**config.mk**
```make
export PLATFORM = sky130hd
export DESIGN_NAME = digit_pipeline_ctrl_flat
export DESIGN_NICKNAME = d
export VERILOG_FILES = /design/src/rtl/digit_pipeline_ctrl_if.sv /design/src/rtl/digit_pipeline_ctrl.sv /design/src/flat_wrapper.sv
export SDC_FILE = /design/constraint.sdc
export NUM_CORES = 1
export LEC_CHECK = 0
export CAP_MARGIN = 10
export CORE_ASPECT_RATIO = 0.6
export CORE_UTILIZATION = 30
export DETAILED_ROUTE_END_ITERATION = 8
export PLACE_DENSITY_LB_ADDON = 0.08
export SLEW_MARGIN = 40
export SYNTH_ARGS = -nofsm -noshare
export SYNTH_HDL_FRONTEND = slang
export SYNTH_SLANG_ARGS = --single-unit
```
**constraint.sdc**
```tcl
create_clock -name clk -period 1.61 [get_ports clk]
set_input_delay 0.322 -clock clk [delete_from_list [all_inputs] [get_ports clk]]
set_output_delay 0.322 -clock clk [all_outputs]
set_load 0.01 [all_outputs]
```
**src/rtl/digit_pipeline_ctrl_if.sv**
```systemverilog
// Bundle of host, engine and BRAM signals around the
// digit pipeline sequencer; slave = controller side.
interface digit_pipeline_ctrl_if #(
  parameter int ADDR_W = 11,
  parameter int DATA_W = 16,
  parameter int RES_W  = 4
);
  logic              host_start;
  logic              host_ready;
  logic              host_done;
  logic [RES_W-1:0]  host_result;
  logic              host_err;
  logic [ADDR_W-1:0] host_addr;
  logic              host_en;
  logic              host_we;
  logic [DATA_W-1:0] host_wdata;

  logic              dsk_start;
  logic              dsk_ready;
  logic              dsk_done;
  logic [ADDR_W-1:0] dsk_addr;
  logic              dsk_en;
  logic              dsk_we;
  logic [DATA_W-1:0] dsk_wdata;

  logic              cls_start;
  logic              cls_ready;
  logic              cls_done;
  logic [RES_W-1:0]  cls_result;
  logic [ADDR_W-1:0] cls_addr;
  logic              cls_en;
  logic              cls_we;
  logic [DATA_W-1:0] cls_wdata;

  logic [ADDR_W-1:0] mem_addr;
  logic              mem_en;
  logic              mem_we;
  logic [DATA_W-1:0] mem_wdata;
  logic [DATA_W-1:0] mem_rdata;

  modport master (
    output host_start, host_addr, host_en,
           host_we, host_wdata,
    output dsk_ready, dsk_done, dsk_addr,
           dsk_en, dsk_we, dsk_wdata,
    output cls_ready, cls_done, cls_result,
           cls_addr, cls_en, cls_we, cls_wdata,
    output mem_rdata,
    input  host_ready, host_done, host_result,
           host_err, dsk_start, cls_start,
    input  mem_addr, mem_en, mem_we, mem_wdata
  );

  modport slave (
    input  host_start, host_addr, host_en,
           host_we, host_wdata,
    input  dsk_ready, dsk_done, dsk_addr,
           dsk_en, dsk_we, dsk_wdata,
    input  cls_ready, cls_done, cls_result,
           cls_addr, cls_en, cls_we, cls_wdata,
    input  mem_rdata,
    output host_ready, host_done, host_result,
           host_err, dsk_start, cls_start,
    output mem_addr, mem_en, mem_we, mem_wdata
  );
endinterface

```
**src/rtl/digit_pipeline_ctrl.sv**
```systemverilog
// Job sequencer: host -> deskew -> classifier, owns image BRAM mux.
// Optional watchdog: define DIGIT_PIPELINE_WATCHDOG_EN.
module digit_pipeline_ctrl #(
  parameter int ADDR_W         = 11,
  parameter int DATA_W         = 16,
  parameter int RES_W          = 4,
  parameter int TIMEOUT_CYCLES = 65535
) (
  input logic clk,
  input logic reset,
  digit_pipeline_ctrl_if.slave bus
);

  typedef enum logic [2:0] {
    IDLE, DSK_ARM, DSK_RUN,
    CLS_ARM, CLS_RUN, FIN
  } state_t;

  state_t state_q, state_d;
  logic   dsk_start, cls_start;
  logic   timeout;
  logic   done_q;
  logic [RES_W-1:0] result_q;

  logic dsk_fin, cls_fin, in_eng;
  assign dsk_fin = (state_q == DSK_RUN) && bus.dsk_done;
  assign cls_fin = (state_q == CLS_RUN) && bus.cls_done;
  assign in_eng  = (state_q != IDLE) && (state_q != FIN);

`ifdef DIGIT_PIPELINE_WATCHDOG_EN
  localparam logic [15:0] WD_LAST =
    16'(TIMEOUT_CYCLES - 1);
  logic [15:0] wd_q;
  logic        err_q;
  logic        arm_entry;

  // a finishing engine beats a simultaneous timeout
  assign timeout = in_eng && (wd_q == WD_LAST)
                && !dsk_fin && !cls_fin;
  assign arm_entry =
    (state_d == DSK_ARM && state_q != DSK_ARM) ||
    (state_d == CLS_ARM && state_q != CLS_ARM);

  // per-phase cycle counter, restarts at each ARM entry
  always_ff @(posedge clk or posedge reset) begin
    if (reset)          wd_q <= '0;
    else if (arm_entry) wd_q <= '0;
    else if (in_eng)    wd_q <= wd_q + 16'd1;
    else                wd_q <= '0;
  end

  // sticky error, cleared when the next job is accepted
  always_ff @(posedge clk or posedge reset) begin
    if (reset) err_q <= 1'b0;
    else if (state_q == IDLE && bus.host_start)
      err_q <= 1'b0;
    else if (timeout) err_q <= 1'b1;
  end

  assign bus.host_err = err_q;
`else
  assign timeout      = 1'b0;
  assign bus.host_err = 1'b0;
`endif

  // state register
  always_ff @(posedge clk or posedge reset) begin
    if (reset) state_q <= IDLE;
    else       state_q <= state_d;
  end

  // next state and engine start strobes
  always_comb begin
    state_d   = state_q;
    dsk_start = 1'b0;
    cls_start = 1'b0;
    unique case (state_q)
      IDLE:
        if (bus.host_start) state_d = DSK_ARM;
      DSK_ARM:
        if (timeout) state_d = IDLE;
        else if (bus.dsk_ready) begin
          dsk_start = 1'b1;
          state_d   = DSK_RUN;
        end
      DSK_RUN:
        if (timeout)      state_d = IDLE;
        else if (dsk_fin) state_d = CLS_ARM;
      CLS_ARM:
        if (timeout) state_d = IDLE;
        else if (bus.cls_ready) begin
          cls_start = 1'b1;
          state_d   = CLS_RUN;
        end
      CLS_RUN:
        if (timeout)      state_d = IDLE;
        else if (cls_fin) state_d = FIN;
      FIN:     state_d = IDLE;
      default: state_d = IDLE;
    endcase
  end

  // result capture and one-cycle done pulse
  always_ff @(posedge clk or posedge reset) begin
    if (reset) begin
      result_q <= '0;
      done_q   <= 1'b0;
    end else begin
      done_q <= cls_fin || timeout;
      if (state_q == IDLE && bus.host_start)
        result_q <= '0;
      else if (cls_fin)
        result_q <= bus.cls_result;
    end
  end

  logic own_host, own_dsk, own_cls;
  assign own_host = (state_q == IDLE);
  assign own_dsk  = (state_q == DSK_ARM) ||
                    (state_q == DSK_RUN);
  assign own_cls  = (state_q == CLS_ARM) ||
                    (state_q == CLS_RUN);

  // BRAM owner mux, no register stage
  always_comb begin
    bus.mem_addr  = '0;
    bus.mem_en    = 1'b0;
    bus.mem_we    = 1'b0;
    bus.mem_wdata = '0;
    unique case (1'b1)
      own_host: begin
        bus.mem_addr  = bus.host_addr;
        bus.mem_en    = bus.host_en;
        bus.mem_we    = bus.host_we;
        bus.mem_wdata = bus.host_wdata;
      end
      own_dsk: begin
        bus.mem_addr  = bus.dsk_addr;
        bus.mem_en    = bus.dsk_en;
        bus.mem_we    = bus.dsk_we;
        bus.mem_wdata = bus.dsk_wdata;
      end
      own_cls: begin
        bus.mem_addr  = bus.cls_addr;
        bus.mem_en    = bus.cls_en;
        bus.mem_we    = bus.cls_we;
        bus.mem_wdata = bus.cls_wdata;
      end
      default: ;
    endcase
  end

  assign bus.host_ready  = own_host;
  assign bus.host_done   = done_q;
  assign bus.host_result = result_q;
  assign bus.dsk_start   = dsk_start;
  assign bus.cls_start   = cls_start;

endmodule

```
**src/flat_wrapper.sv**
```systemverilog
// flat-port wrapper written by rule: the top's interface ports become plain ports
module digit_pipeline_ctrl_flat 
#(
  parameter int ADDR_W         = 11,
  parameter int DATA_W         = 16,
  parameter int RES_W          = 4,
  parameter int TIMEOUT_CYCLES = 65535
)
  (clk, reset, bus_host_start, bus_host_addr, bus_host_en, bus_host_we, bus_host_wdata, bus_dsk_ready, bus_dsk_done, bus_dsk_addr, bus_dsk_en, bus_dsk_we, bus_dsk_wdata, bus_cls_ready, bus_cls_done, bus_cls_result, bus_cls_addr, bus_cls_en, bus_cls_we, bus_cls_wdata, bus_mem_rdata, bus_host_ready, bus_host_done, bus_host_result, bus_host_err, bus_dsk_start, bus_cls_start, bus_mem_addr, bus_mem_en, bus_mem_we, bus_mem_wdata);
  digit_pipeline_ctrl_if #(.ADDR_W(ADDR_W), .DATA_W(DATA_W), .RES_W(RES_W)) bus_i ();
  input logic clk;
  input logic reset;
  input wire logic [$bits(bus_i.host_start)-1:0] bus_host_start;
  input wire logic [$bits(bus_i.host_addr)-1:0] bus_host_addr;
  input wire logic [$bits(bus_i.host_en)-1:0] bus_host_en;
  input wire logic [$bits(bus_i.host_we)-1:0] bus_host_we;
  input wire logic [$bits(bus_i.host_wdata)-1:0] bus_host_wdata;
  input wire logic [$bits(bus_i.dsk_ready)-1:0] bus_dsk_ready;
  input wire logic [$bits(bus_i.dsk_done)-1:0] bus_dsk_done;
  input wire logic [$bits(bus_i.dsk_addr)-1:0] bus_dsk_addr;
  input wire logic [$bits(bus_i.dsk_en)-1:0] bus_dsk_en;
  input wire logic [$bits(bus_i.dsk_we)-1:0] bus_dsk_we;
  input wire logic [$bits(bus_i.dsk_wdata)-1:0] bus_dsk_wdata;
  input wire logic [$bits(bus_i.cls_ready)-1:0] bus_cls_ready;
  input wire logic [$bits(bus_i.cls_done)-1:0] bus_cls_done;
  input wire logic [$bits(bus_i.cls_result)-1:0] bus_cls_result;
  input wire logic [$bits(bus_i.cls_addr)-1:0] bus_cls_addr;
  input wire logic [$bits(bus_i.cls_en)-1:0] bus_cls_en;
  input wire logic [$bits(bus_i.cls_we)-1:0] bus_cls_we;
  input wire logic [$bits(bus_i.cls_wdata)-1:0] bus_cls_wdata;
  input wire logic [$bits(bus_i.mem_rdata)-1:0] bus_mem_rdata;
  output wire logic [$bits(bus_i.host_ready)-1:0] bus_host_ready;
  output wire logic [$bits(bus_i.host_done)-1:0] bus_host_done;
  output wire logic [$bits(bus_i.host_result)-1:0] bus_host_result;
  output wire logic [$bits(bus_i.host_err)-1:0] bus_host_err;
  output wire logic [$bits(bus_i.dsk_start)-1:0] bus_dsk_start;
  output wire logic [$bits(bus_i.cls_start)-1:0] bus_cls_start;
  output wire logic [$bits(bus_i.mem_addr)-1:0] bus_mem_addr;
  output wire logic [$bits(bus_i.mem_en)-1:0] bus_mem_en;
  output wire logic [$bits(bus_i.mem_we)-1:0] bus_mem_we;
  output wire logic [$bits(bus_i.mem_wdata)-1:0] bus_mem_wdata;
  assign bus_i.host_start = bus_host_start;
  assign bus_i.host_addr = bus_host_addr;
  assign bus_i.host_en = bus_host_en;
  assign bus_i.host_we = bus_host_we;
  assign bus_i.host_wdata = bus_host_wdata;
  assign bus_i.dsk_ready = bus_dsk_ready;
  assign bus_i.dsk_done = bus_dsk_done;
  assign bus_i.dsk_addr = bus_dsk_addr;
  assign bus_i.dsk_en = bus_dsk_en;
  assign bus_i.dsk_we = bus_dsk_we;
  assign bus_i.dsk_wdata = bus_dsk_wdata;
  assign bus_i.cls_ready = bus_cls_ready;
  assign bus_i.cls_done = bus_cls_done;
  assign bus_i.cls_result = bus_cls_result;
  assign bus_i.cls_addr = bus_cls_addr;
  assign bus_i.cls_en = bus_cls_en;
  assign bus_i.cls_we = bus_cls_we;
  assign bus_i.cls_wdata = bus_cls_wdata;
  assign bus_i.mem_rdata = bus_mem_rdata;
  assign bus_host_ready = bus_i.host_ready;
  assign bus_host_done = bus_i.host_done;
  assign bus_host_result = bus_i.host_result;
  assign bus_host_err = bus_i.host_err;
  assign bus_dsk_start = bus_i.dsk_start;
  assign bus_cls_start = bus_i.cls_start;
  assign bus_mem_addr = bus_i.mem_addr;
  assign bus_mem_en = bus_i.mem_en;
  assign bus_mem_we = bus_i.mem_we;
  assign bus_mem_wdata = bus_i.mem_wdata;
  digit_pipeline_ctrl #(.ADDR_W(ADDR_W), .DATA_W(DATA_W), .RES_W(RES_W), .TIMEOUT_CYCLES(TIMEOUT_CYCLES)) u_core (.clk(clk), .reset(reset), .bus(bus_i));
endmodule
```
==> results of run 1 <==
==> sequential cells by signal, summed over array words and instances, names as in the netlist <==
signal                  count
u_core.bus.host_result      4
u_core.state_q              3
u_core.bus.host_done        1
==> synthesized netlist by cell type, types with 2 or more instances <==
| cell | instances |
|---|---|
| mux2i_1 | 62 |
| a21o_1 | 30 |
| o22ai_1 | 30 |
| dfrtp_1 | 8 |
| nor2_1 | 8 |
| buf_2 | 7 |
| buf_12 | 4 |
| clkbuf_1 | 3 |
| nand2_1 | 3 |
| nand2b_1 | 3 |
| buf_4 | 2 |
| buf_6 | 2 |
| clkbuf_4 | 2 |
| inv_1 | 2 |
| nor3b_2 | 2 |
| or2_1 | 2 |
==> metrics by stage <==
| step | instance area, um2 | worst slack, ns | power, uW |
|---|---|---|---|
| after global routing | 3256 | -0.4382 | 5675 |
| after global placement | 3038 | -0.4128 | 4791 |
| after CTS | 3115 | -0.3693 | 4926 |
| after detailed placement | 3038 | -0.4186 | 4790 |
| final | 3256 | -0.3593 | 5310 |
| after floorplan | 1554 | 0.1374 | 2910 |
==> worst reg2reg max path, delay by kind of cell (launching register included) <==
kind / cells / cell delay (ns)
mux: 1 / 0.19
simple gates: 2 / 0.33
buf+inv: 3 / 0.50
flops: 1 / 0.50
==> power by group through the flow <==
stage / logic, uW / clock network, uW / registers (uW)
after floorplan: 2570 / 0 / 337
after global placement: 4420 / 0 / 373
after detailed placement: 4420 / 0 / 374
after CTS: 4270 / 284 / 368
after global routing: 5020 / 297 / 356
final: 4690 / 274 / 345
==> cell type report <==
type / count / area, um2
Clock buffer: 4 / 45.04
Fill cell: 374 / 1523
Inverter: 2 / 7.507
Multi-Input combinational cell: 145 / 1247
Sequential cell: 8 / 205.2
Tap cell: 63 / 78.83
Timing Repair Buffer: 167 / 1672
==> routing by layer <==
| layer | vias to the layer above | global-route usage | part of all wire |
|---|---|---|---|
| met5 | - | 0 | 0 |
| met4 | 0 | 0.05844 | 0.017 |
| met3 | 10 | 0.05249 | 0.084 |
| met2 | 80 | 0.3464 | 0.46 |
| met1 | 889 | 0.2566 | 0.44 |
| li1 | 975 | - | - |
==> cells by family (layout without fill, tap and decap cells) <==
kind of cell / after synthesis / count (layout) / share of synthesized area
compound gates: 62 / 62 / 0.2762
mux: 62 / 62 / 0.3994
buf+inv: 22 / 173 / 0.1200
simple gates: 20 / 20 / 0.07327
flops: 8 / 8 / 0.1288
other cells: 1 / 1 / 0.002413
==> worst max path at each step <==
stage                     depth (start not counted)           endpoint                           from
after detailed placement                          5   bus_mem_wdata[8]               bus_cls_wdata[8]
after global routing                              6   bus_mem_wdata[4]  u_core.state_q[1]$_DFFE_PP0P_
after floorplan                                   6  bus_mem_wdata[10]  u_core.state_q[1]$_DFFE_PP0P_
final                                             6    bus_mem_addr[5]  u_core.state_q[1]$_DFFE_PP0P_
after global placement                            4    bus_mem_addr[5]  u_core.state_q[1]$_DFFE_PP0P_
after CTS                                         5  bus_mem_wdata[12]  u_core.state_q[1]$_DFFE_PP0P_
==> what timing repair did <==
action	4_1_cts	5_1_grt
gates cloned	2	5
buffers inserted	6	3
endpoints found under the setup margin	32	36
pin swaps	9	21
gates resized for setup	110	49
==> metrics.yaml, run 1 <==
outcome:
  status: "finished, violations left"
  violations: "setup timing"
critical_path:
  worstSetupEndpointType: "output pin"
  slowest_delay_ns: 0.50
  crit_chain: "buf_12, nor3b_4, buf_6, clkbuf_16, a21o_1, buf_6"
  crit_path_top_delay_cell: "dfrtp_4"
  worstPathRequired_ns: 1.29
  critPathTopFamily: "buffers and inverters"
  r2r.worst_path.cells: 6
  crit_path_frequent_cell: "buf_6"
  cp-start-kind: "register"
  worstSetupPathType: "register to output pin"
  reg2reg_to: "u_core.bus.host_result[0]$_DFFE_PP0P_"
  arrival_ns: 1.65
  path_max_fanout: 7
  rr_startpoint: "u_core.state_q[1]$_DFFE_PP0P_"
  crit_buf_inv: 4
  rrSetupSlack_ns: -0.02
layout:
  final_util: 0.6813
  area_delta_synth_final_pct: 109.5
  stdcell_count: 389
  n_antenna_cell: 0
  nNetsFinal: 441
  mostFrequentLayoutCell: "clkdlybuf4s50_1"
  final_cell_mix: "clkdlybuf4s50_1, mux2i_1, a21o_1, o22ai_1, buf_2"
  drive_gt1_frac: 0.2515
synth:
  synthDistinctLibCells: 21
  synth_area_leaders: "mux2i_1, a21o_1, dfrtp_1"
  synthesis.nets: 289
  synthCells: 175
  synth_seq_cells: 8
  ys_async_sr_fraction: 1.000
  seq_area_frac_synth: 0.1288
  ys_warn_count: 0
  syn_avg_cell_area_um2: 8.880
  synth_edf_count: 0
  yosys.area.top_type: "mux2i_1"
  netlist_area_um2: 1554
  netlist.area_leader.share: 0.3994
  synth-main-ff-cell: "dfrtp_1"
place:
  gp_congestion: 0.6906
  dp_cells: 373
  dp_hpwl_um: 4323
  portBuffers: 134
detailed_routing:
  via_per_inst: 5.023
  ant_nets: 0
  wl_per_cell_um: 15.96
  vias: 1954
  drc: 0
  drt_iter0_markers: 40
  first_pass_iters: 4
  routed_wl_um: 6209
grt:
  grt_overflow: 0
  grt_max_degree: 24
  grt_util_all_layers: 0.2039
  antenna_found_initial: 0
  grt_pass1_vias: 1848
  grt_pass1_wl_um: 8735
power_and_ir_drop:
  irDropWorstVdd_mv: 1.001
  swShare: 0.4234
  power_density_nw_per_um2: 1631
  leakage_uw: 0.001528
  p_comb_frac: 0.883
  p_clk_frac: 0.052
  p_int_uw: 3062
  p_switching_uw: 2249
  seq_power_share: 0.065
die:
  die_height_um: 57.75
  die_w_um: 94.92
  start_util: 0.3252
  rows: 19
  coreArea_um2: 4778
  fp.dieArea_um2: 5481
  pin_count: 152
cts:
  holdBufCountCts: 0
  clkLatencyLatePin_ns: 0.24
  cts_buffer_depth: 2
  htreeDepth: 1
  clk_pin_slew_ns: 0.05
  cts_num_sinks: 8
  cts_made_buffers: 3
  cts-root-buf: "clkbuf_8"
  cts_tree: "yes"
job:
  drv_cap: 0
sta:
  finalMaxSlewViolations: 0
  skew_ns: 0.001005
  min_period_ns: 1.969
  finalHoldViolations: 0
  rsz0062_at_grt: "yes"
  setup_tns_ns: -9.493
  setup_viol: 35
  fmax_mhz: 507.8
  hold_ws_ns: 0.3480
  finalCritPeriodShare: 1.223
  layout_setup_ws_ns: -0.3593
worst_hold_path:
  hold_class: "primary input to async pin"
Note: power is estimated with default switching activity, not from simulation.
==> run 2, diff against run 1 <==
--- a/config.mk
+++ b/config.mk
@@ -8,8 +8,10 @@
 export CAP_MARGIN = 10
 export CORE_ASPECT_RATIO = 0.6
 export CORE_UTILIZATION = 30
+export CTS_BUF_LIST = sky130_fd_sc_hd__clkbuf_16
 export DETAILED_ROUTE_END_ITERATION = 8
-export PLACE_DENSITY_LB_ADDON = 0.08
+export PLACE_DENSITY_LB_ADDON = 0.1
+export SKIP_CTS_REPAIR_TIMING = 1
 export SLEW_MARGIN = 40
 export SYNTH_ARGS = -nofsm -noshare
 export SYNTH_HDL_FRONTEND = slang
==> metrics.yaml, run 2 (synthesis gave the netlist of run 1 again) <==
sta:
  min_period_ns: 1.945  # -0.02402 ns
  fmax_mhz: 514.1  # +1.2%
  layout_setup_ws_ns: -0.3353  # +0.02402 ns
  rsz0062_at_grt: "yes"
  finalCritPeriodShare: 1.208  # -0.01492
  setup_tns_ns: -8.656  # +0.8370 ns
  setup_viol: 30  # -14%
  skew_ns: 0.001711  # +0.0007053 ns
  finalHoldViolations: 0  # unchanged
  finalMaxSlewViolations: 0  # unchanged
critical_path:
  cp-start-kind: "register"
  crit_start: "u_core.state_q[1]$_DFFE_PP0P_"
  path_max_fanout: 7  # unchanged
  worstSetupPathType: "register to output pin"
  worstSetupEndpointType: "output pin"
  rr_startpoint: "u_core.state_q[1]$_DFFE_PP0P_"
  worstPathRequired_ns: 1.29  # about the same
  arrival_ns: 1.62  # -0.03 ns
cts:
  clkLatencyLatePin_ns: 0.23  # about the same
  cts_made_buffers: 3  # unchanged
  cts_tree: "yes"
  cts_num_sinks: 8  # unchanged
  htreeDepth: 1  # unchanged
  clk_pin_slew_ns: 0.04  # about the same
  cts-root-buf: "clkbuf_16"
  cts_buffer_depth: 2  # unchanged
place:
  dp_hpwl_um: 4415  # +2.1%
  portBuffers: 134  # unchanged
  gp_congestion: 0.7241  # +4.9%
die:
  fp.dieArea_um2: 5481  # unchanged
  die_w_um: 94.92  # unchanged
  die_height_um: 57.75  # unchanged
  rows: 19  # unchanged
  pin_count: 152  # unchanged
  coreArea_um2: 4778  # unchanged
  start_util: 0.3252  # unchanged
detailed_routing:
  routed_wl_um: 6151  # -0.93%
  wl_per_cell_um: 15.77  # -1.2%
  ant_nets: 0  # unchanged
  first_pass_iters: 4  # unchanged
  drc: 0  # unchanged
  vias: 1957  # +0.15%
  via_per_inst: 5.018  # -0.10%
  drt_iter0_markers: 48  # +20%
grt:
  grt_util_all_layers: 0.1931  # -0.01078
  grt_pass1_vias: 1826  # -1.2%
  grt_pass1_wl_um: 8431  # -3.5%
  grt_max_degree: 30  # +25%
  grt_overflow: 0  # unchanged
  antenna_found_initial: 0  # unchanged
worst_hold_path:
  hold_class: "primary input to async pin"
power_and_ir_drop:
  power_density_nw_per_um2: 1688  # +3.5%
  leakage_uw: 0.001548  # +1.3%
  irDropWorstVdd_mv: 0.8209  # -18%
layout:
  mostFrequentLayoutCell: "clkdlybuf4s50_1"
  n_antenna_cell: 0  # unchanged
  area_delta_synth_final_pct: 110.0
  final_util: 0.6829  # +0.001571
  drive_gt1_frac: 0.2477  # -0.003827
  nNetsFinal: 442  # +0.23%
  nFillCells: 401  # +7.2%
  final_cell_mix: "clkdlybuf4s50_1, mux2i_1, a21o_1, o22ai_1, buf_6"
  largest_reg_flops: 4  # unchanged
job:
  drv_cap: 0  # unchanged
outcome:
  status: "finished, violations left"
  violations: "setup timing"
[run 2: layout make-up]
class | instances | area (um2) | area share
Clock buffer | 3 | 75.07 | 0.02301
Multi-Input combinational cell | 145 | 1220 | 0.3738
Inverter | 2 | 7.507 | 0.002301
Clock inverter | 1 | 3.754 | 0.001150
Sequential cell | 8 | 205.2 | 0.06288
Tap cell | 63 | 78.83 | 0.02416
Timing Repair Buffer | 168 | 1673 | 0.5127
[run 2: worst paths after layout]
| kind | to | slack [ns] | depth (start not counted) |
|---|---|---|---|
| max in group asynchronous | u_core.state_q[1]$_DFFE_PP0P_ | 1.01 | 2 |
| setup reg to reg | u_core.bus.host_result[2]$_DFFE_PP0P_ | 0.10 | 5 |
| setup / recovery | bus_mem_addr[4] | -0.34 | 6 |
| min in group clk | u_core.bus.host_result[1]$_DFFE_PP0P_ | 0.52 | 2 |
| hold reg to reg | u_core.bus.host_result[1]$_DFFE_PP0P_ | 0.52 | 2 |
| hold / removal | u_core.state_q[1]$_DFFE_PP0P_ | 0.34 | 2 |
[run 2: per-stage QoR]
step,hold WS (ns),std cells,power [uW],cell area (um2),setup WS (ns)
2_1_floorplan,0.1377,175,2910,1554,0.1374
3_3_place_gp,0.5071,375,4745,3015,-0.4329
3_5_place_dp,0.5151,375,4754,3015,-0.4488
4_1_cts,0.3499,379,5212,3094,-0.7029
5_1_grt,0.3733,390,5849,3263,-0.4091
6_report,0.3396,390,5509,3263,-0.3353
[run 2: critical path: stages, from the launching register on]
cell and delay (ns):
dfrtp_4 0.49, buf_12 0.16, buf_6 0.15, mux2i_1 0.18, o22ai_1 0.12, a21o_1 0.16, buf_2 0.13
[run 2: layer usage]
metal	track usage	wire, um	up-vias
met5	0	0	-
met3	0.05643	559	2
met2	0.3258	2805	81
met4	0.02814	19	0
li1	-	-	978
met1	0.2506	2766	896
[run 2: power breakdown]
group	switching, uW	leakage (uW)	internal (uW)
sequential	68.6	0.000105	280
combinational	2100	0.00140	2640
clock	97.5	0.0000423	323
total	2260	0.00155	3250
==> run 3, diff against run 2 <==
--- a/config.mk
+++ b/config.mk
@@ -5,14 +5,14 @@
 export SDC_FILE = /design/constraint.sdc
 export NUM_CORES = 1
 export LEC_CHECK = 0
-export CAP_MARGIN = 10
+export CAP_MARGIN = 25
 export CORE_ASPECT_RATIO = 0.6
 export CORE_UTILIZATION = 30
 export CTS_BUF_LIST = sky130_fd_sc_hd__clkbuf_16
 export DETAILED_ROUTE_END_ITERATION = 8
 export PLACE_DENSITY_LB_ADDON = 0.1
 export SKIP_CTS_REPAIR_TIMING = 1
-export SLEW_MARGIN = 40
+export SLEW_MARGIN = 20
 export SYNTH_ARGS = -nofsm -noshare
 export SYNTH_HDL_FRONTEND = slang
 export SYNTH_SLANG_ARGS = --single-unit
==> results of run 3 <==
Final layout, timing and power as in run 2 (identical DEF).
